### src/rtl/or4_x2_pkg.sv
// rtl/or4_x2_pkg.sv - shared constants and snapshot type for the or4_x2 cell
package or4_x2_pkg;
   localparam int CNT_W_DEF = 16;
   localparam int SRC_W     = 4;

   typedef logic [SRC_W-1:0] src_t;
endpackage

### src/rtl/or4_x2_evcnt.sv
// rtl/or4_x2_evcnt.sv - ZN rising-edge detector with saturating, clearable counter
module or4_x2_evcnt
   import or4_x2_pkg::*;
#(
   parameter int CNT_W = CNT_W_DEF
) (
   input  logic             i_clk,
   input  logic             i_rst,
   input  logic             i_zn,
   input  logic             i_zn_q,
   input  logic             i_clr,
   output logic [CNT_W-1:0] o_cnt
);
   logic             w_rise;
   logic [CNT_W-1:0] r_cnt;

   // The registered copy of ZN doubles as the previous-cycle value.
   assign w_rise = i_zn & ~i_zn_q;

   always_ff @(posedge i_clk or posedge i_rst) begin
      if (i_rst) begin
         r_cnt <= '0;
      end else if (i_clr) begin
         r_cnt <= '0;
      end else if (w_rise && (r_cnt != {CNT_W{1'b1}})) begin
         r_cnt <= r_cnt + 1'b1;
      end
   end

   assign o_cnt = r_cnt;
endmodule

### src/rtl/or4_x2.sv
// rtl/or4_x2.sv - four-input OR with registered observation stage
// Optional rise counter compiled in with OR4_X2_STATS_EN.
module or4_x2
   import or4_x2_pkg::*;
#(
   parameter int CNT_W = CNT_W_DEF
) (
   input  logic             i_clk,
   input  logic             i_rst,
   input  logic             i_a1,
   input  logic             i_a2,
   input  logic             i_a3,
   input  logic             i_a4,
   input  logic             i_clr_cnt,
   output logic             o_zn,
   output logic             o_zn_q,
   output logic [SRC_W-1:0] o_src_q
`ifdef OR4_X2_STATS_EN
   ,
   output logic [CNT_W-1:0] o_rise_cnt
`endif
);
   logic w_zn;
   src_t w_src;
   logic r_zn_q;
   src_t r_src_q;

   assign w_zn  = i_a1 | i_a2 | i_a3 | i_a4;
   assign w_src = {i_a1, i_a2, i_a3, i_a4};

   always_ff @(posedge i_clk or posedge i_rst) begin
      if (i_rst) begin
         r_zn_q  <= 1'b0;
         r_src_q <= '0;
      end else begin
         r_zn_q  <= w_zn;
         r_src_q <= w_src;
      end
   end

   assign o_zn    = w_zn;
   assign o_zn_q  = r_zn_q;
   assign o_src_q = r_src_q;

`ifdef OR4_X2_STATS_EN
   or4_x2_evcnt #(
      .CNT_W (CNT_W)
   ) u_evcnt (
      .i_clk  (i_clk),
      .i_rst  (i_rst),
      .i_zn   (w_zn),
      .i_zn_q (r_zn_q),
      .i_clr  (i_clr_cnt),
      .o_cnt  (o_rise_cnt)
   );
`else
   // Clear input and counter width are kept in the port list but go nowhere.
   logic [CNT_W-1:0] w_unused;
   assign w_unused = {CNT_W{i_clr_cnt}};
`endif
endmodule

### config.mk
export PLATFORM = sky130hd
export DESIGN_NAME = or4_x2
export DESIGN_NICKNAME = d
export VERILOG_FILES = /design/src/rtl/or4_x2_pkg.sv /design/src/rtl/or4_x2_evcnt.sv /design/src/rtl/or4_x2.sv
export SDC_FILE = /design/constraint.sdc
export NUM_CORES = 1
export LEC_CHECK = 0
export BUFFER_PORTS_ARGS = -buffer_cell sky130_fd_sc_hd__buf_2
export CAP_MARGIN = 30
export CORE_AREA = 5 5 42 44
export CTS_BUF_LIST = sky130_fd_sc_hd__clkbuf_16
export CTS_CLUSTER_SIZE = 24
export DETAILED_ROUTE_END_ITERATION = 10
export DIE_AREA = 0 0 47 49
export HOLD_SLACK_MARGIN = 0.02
export PLACE_DENSITY = 0.3
export RECOVER_POWER = 100
export SLEW_MARGIN = 15
export SYNTH_ARGS = -nofsm -noshare
export SYNTH_HDL_FRONTEND = slang
export SYNTH_SLANG_ARGS = --single-unit
### constraint.sdc
create_clock -name i_clk -period 1.11 [get_ports i_clk]
set_clock_uncertainty 0.2 [all_clocks]
set_input_delay 0.2775 -clock i_clk [delete_from_list [all_inputs] [get_ports i_clk]]
set_output_delay 0.2775 -clock i_clk [all_outputs]
set_load 0.005 [all_outputs]
==> reports/qor.txt <==
Run status -> finished with violations
Violated checks -> setup timing
Post-synthesis net count -> 14
Worst slew pin tran -> 0.185 ns
Psw -> 127 uW
Max Cap Viol -> 0
# rows -> 14
Initial antenna violation count -> 0
Kind of critical path -> input pin to output pin
CTS root buffer -> clkbuf_16
Post-Synth Adder-Cell Area -> 0
GRT Residual Overflow -> 0
Die Area -> 2300 um2
Data arrival time of the critical path -> 1.03 ns
Clock slew at reported path FFs -> 0.03 ns
FMAX -> 0.662 GHz
P_int -> 685 uW
Sequential share of the synthesized area -> 0.917
Fraction of layout instances using a drive strength above 1 -> 0.481
Cells after Synth -> 7
Pleak -> 0.167 nW
Synth Area in Compound Gates -> 0
WP data required -> 0.63 ns
First-pass GRT wire length -> 690 um
IO buf count -> 11
Drt drc -> 0
Initial Util -> 0.0973
Main combinational cell family by area after synthesis -> simple AND/OR/NAND/NOR gates
Ports -> 13
# fillers -> 155
CTS Buf Count -> 3
Placer Congestion -> 0.627
Vias per cell -> 3.07
DIE WIDTH -> 47 um
Most frequent cells in the layout -> buf_2, dlygate4sd3_1, dfrtp_1
Pin count of the biggest net entering global routing -> 6
First-pass iteration count of the detailed router -> 2
Post-synth top area cell -> dfrtp_1
CTS Sinks -> 5
Fin crit period -> 1.51 ns
Area taken by multi-input logic gates -> 11.3 um2
VDD IR max -> 0.000813 V
Yosys warnings -> 0
RSZ-0062 raised after global routing -> yes
Slew headroom -> 0.877
Mapped Area -> 136 um2
DR vias -> 132
Final worst slack -> -0.400 ns
Simple-gate share of the synthesized area -> 0.0550
DRT iter0 DRCs -> 5
Power Density -> 2290 nW/um2
Sequential power share -> 0.238
H-tree depth -> 1
Ant diodes -> 0
Final setup viols -> 6
Worst min path class -> input pin to flop
# placed instances -> 34
Fin nets -> 35
Fin util -> 0.253
GRT Resource Usage Total -> 0.0496
Area contributors post-synth -> dfrtp_1, or4_1, inv_1
Synth cell types -> 3
Sequential cell area -> 125 um2
P&R area growth vs syn -> 160%
Yosys top cell area share -> 0.917
Vias in the first global route -> 140
Fin cells -> 43
Wire per inst -> 9.65 um
Post-Synth XOR/XNOR Area -> 0
#FFs+latches synth -> 5
Tcrit/Tclk final -> 1.36
Mux cell area share after synthesis -> 0
Final Hold Fails -> 0
Worst Setup End Kind -> output pin
Nature of the critical path startpoint -> input pin
Antenna viol nets, final -> 0
Clock Path Buffers -> 2
CTS tree -> built
Clock power share -> 0.709
Synth Area per Inst -> 19.5 um2
Sw frac -> 0.157
Setup Buffers After CTS -> 0
WL final -> 415 um
Core area -> 1400 um2
Comb pwr share -> 0.053
Final Max Slew Viols -> 0
CP Max Fanout -> 2
Die H -> 49 um
Commonest non-fill, non-tap cell in the layout -> buf_2
[worst max-delay path: stages]
cell	delay [ns]
buf_6	0.09
or4_4	0.53
buf_6	0.13
[cell families (layout without fill, tap and decap cells)]
kind of cell           Yosys count  after routing
DFF                              5              5
buffers and inverters            1             21
and+or+nand+nor                  1              1
[layout make-up]
cell class	count	share of cell area
flip-flops and latches	5	0.353
clock buffers	3	0.212
clock inverters	1	0.0106
multi-input cells	1	0.0318
well taps	16	0.0565
repair buffers	16	0.325
inverters	1	0.0106
[per-layer routing]
metal / global-route usage / part of all wire
met5: 0 / 0
met4: 0.0415 / 0
met3: 0.0627 / 0.21
met2: 0.0520 / 0.38
met1: 0.0470 / 0.41
[Yosys cell counts]
cell type  instances
or4_1              1
dfrtp_1            5
inv_1              1
[stage by stage]
stage | total power, mW | instance area [um2] | setup slack, ns | TNS, ns | hold WS (ns)
2_1_floorplan | 0.202 | 140 | -0.165 | -0.196 | -0.144
3_3_place_gp | 0.223 | 215 | -0.422 | -0.564 | -0.0221
3_5_place_dp | 0.223 | 215 | -0.420 | -0.558 | -0.0174
4_1_cts | 0.827 | 357 | -0.404 | -0.736 | 0.0709
5_1_grt | 0.847 | 354 | -0.414 | -0.840 | 0.0750
6_report | 0.812 | 354 | -0.400 | -0.700 | 0.0737
[state kept, by name (all words and copies together), names as in the netlist]
register  cells
o_src_q       4
o_zn_q        1
[power groups by stage]
| stage | registers, mW | logic, mW | clock network, mW |
|---|---|---|---|
| 6_report | 0.194 | 0.0427 | 0.576 |
| 3_3_place_gp | 0.195 | 0.0272 | 0 |
| 3_5_place_dp | 0.195 | 0.0274 | 0 |
| 4_1_cts | 0.194 | 0.0444 | 0.589 |
| 2_1_floorplan | 0.197 | 0.00480 | 0 |
| 5_1_grt | 0.194 | 0.0485 | 0.604 |
[final timing paths]
kind,start,end,slack (ns),cells after the start
max,i_a3,o_zn,-0.40,3
min,i_a3,o_zn_q,0.07,2
max in group asynchronous,i_rst,o_src_q[0],0.25,3
min in group asynchronous,i_rst,o_src_q[2],0.29,3
[what timing repair did]
action	4_1_cts	5_1_grt
setup endpoints to repair	6	6
pin swaps	1	1
hold endpoints to repair	9	0
resized for setup	2	0
hold buffers	5	0
Power figures use the tool's default switching activity.
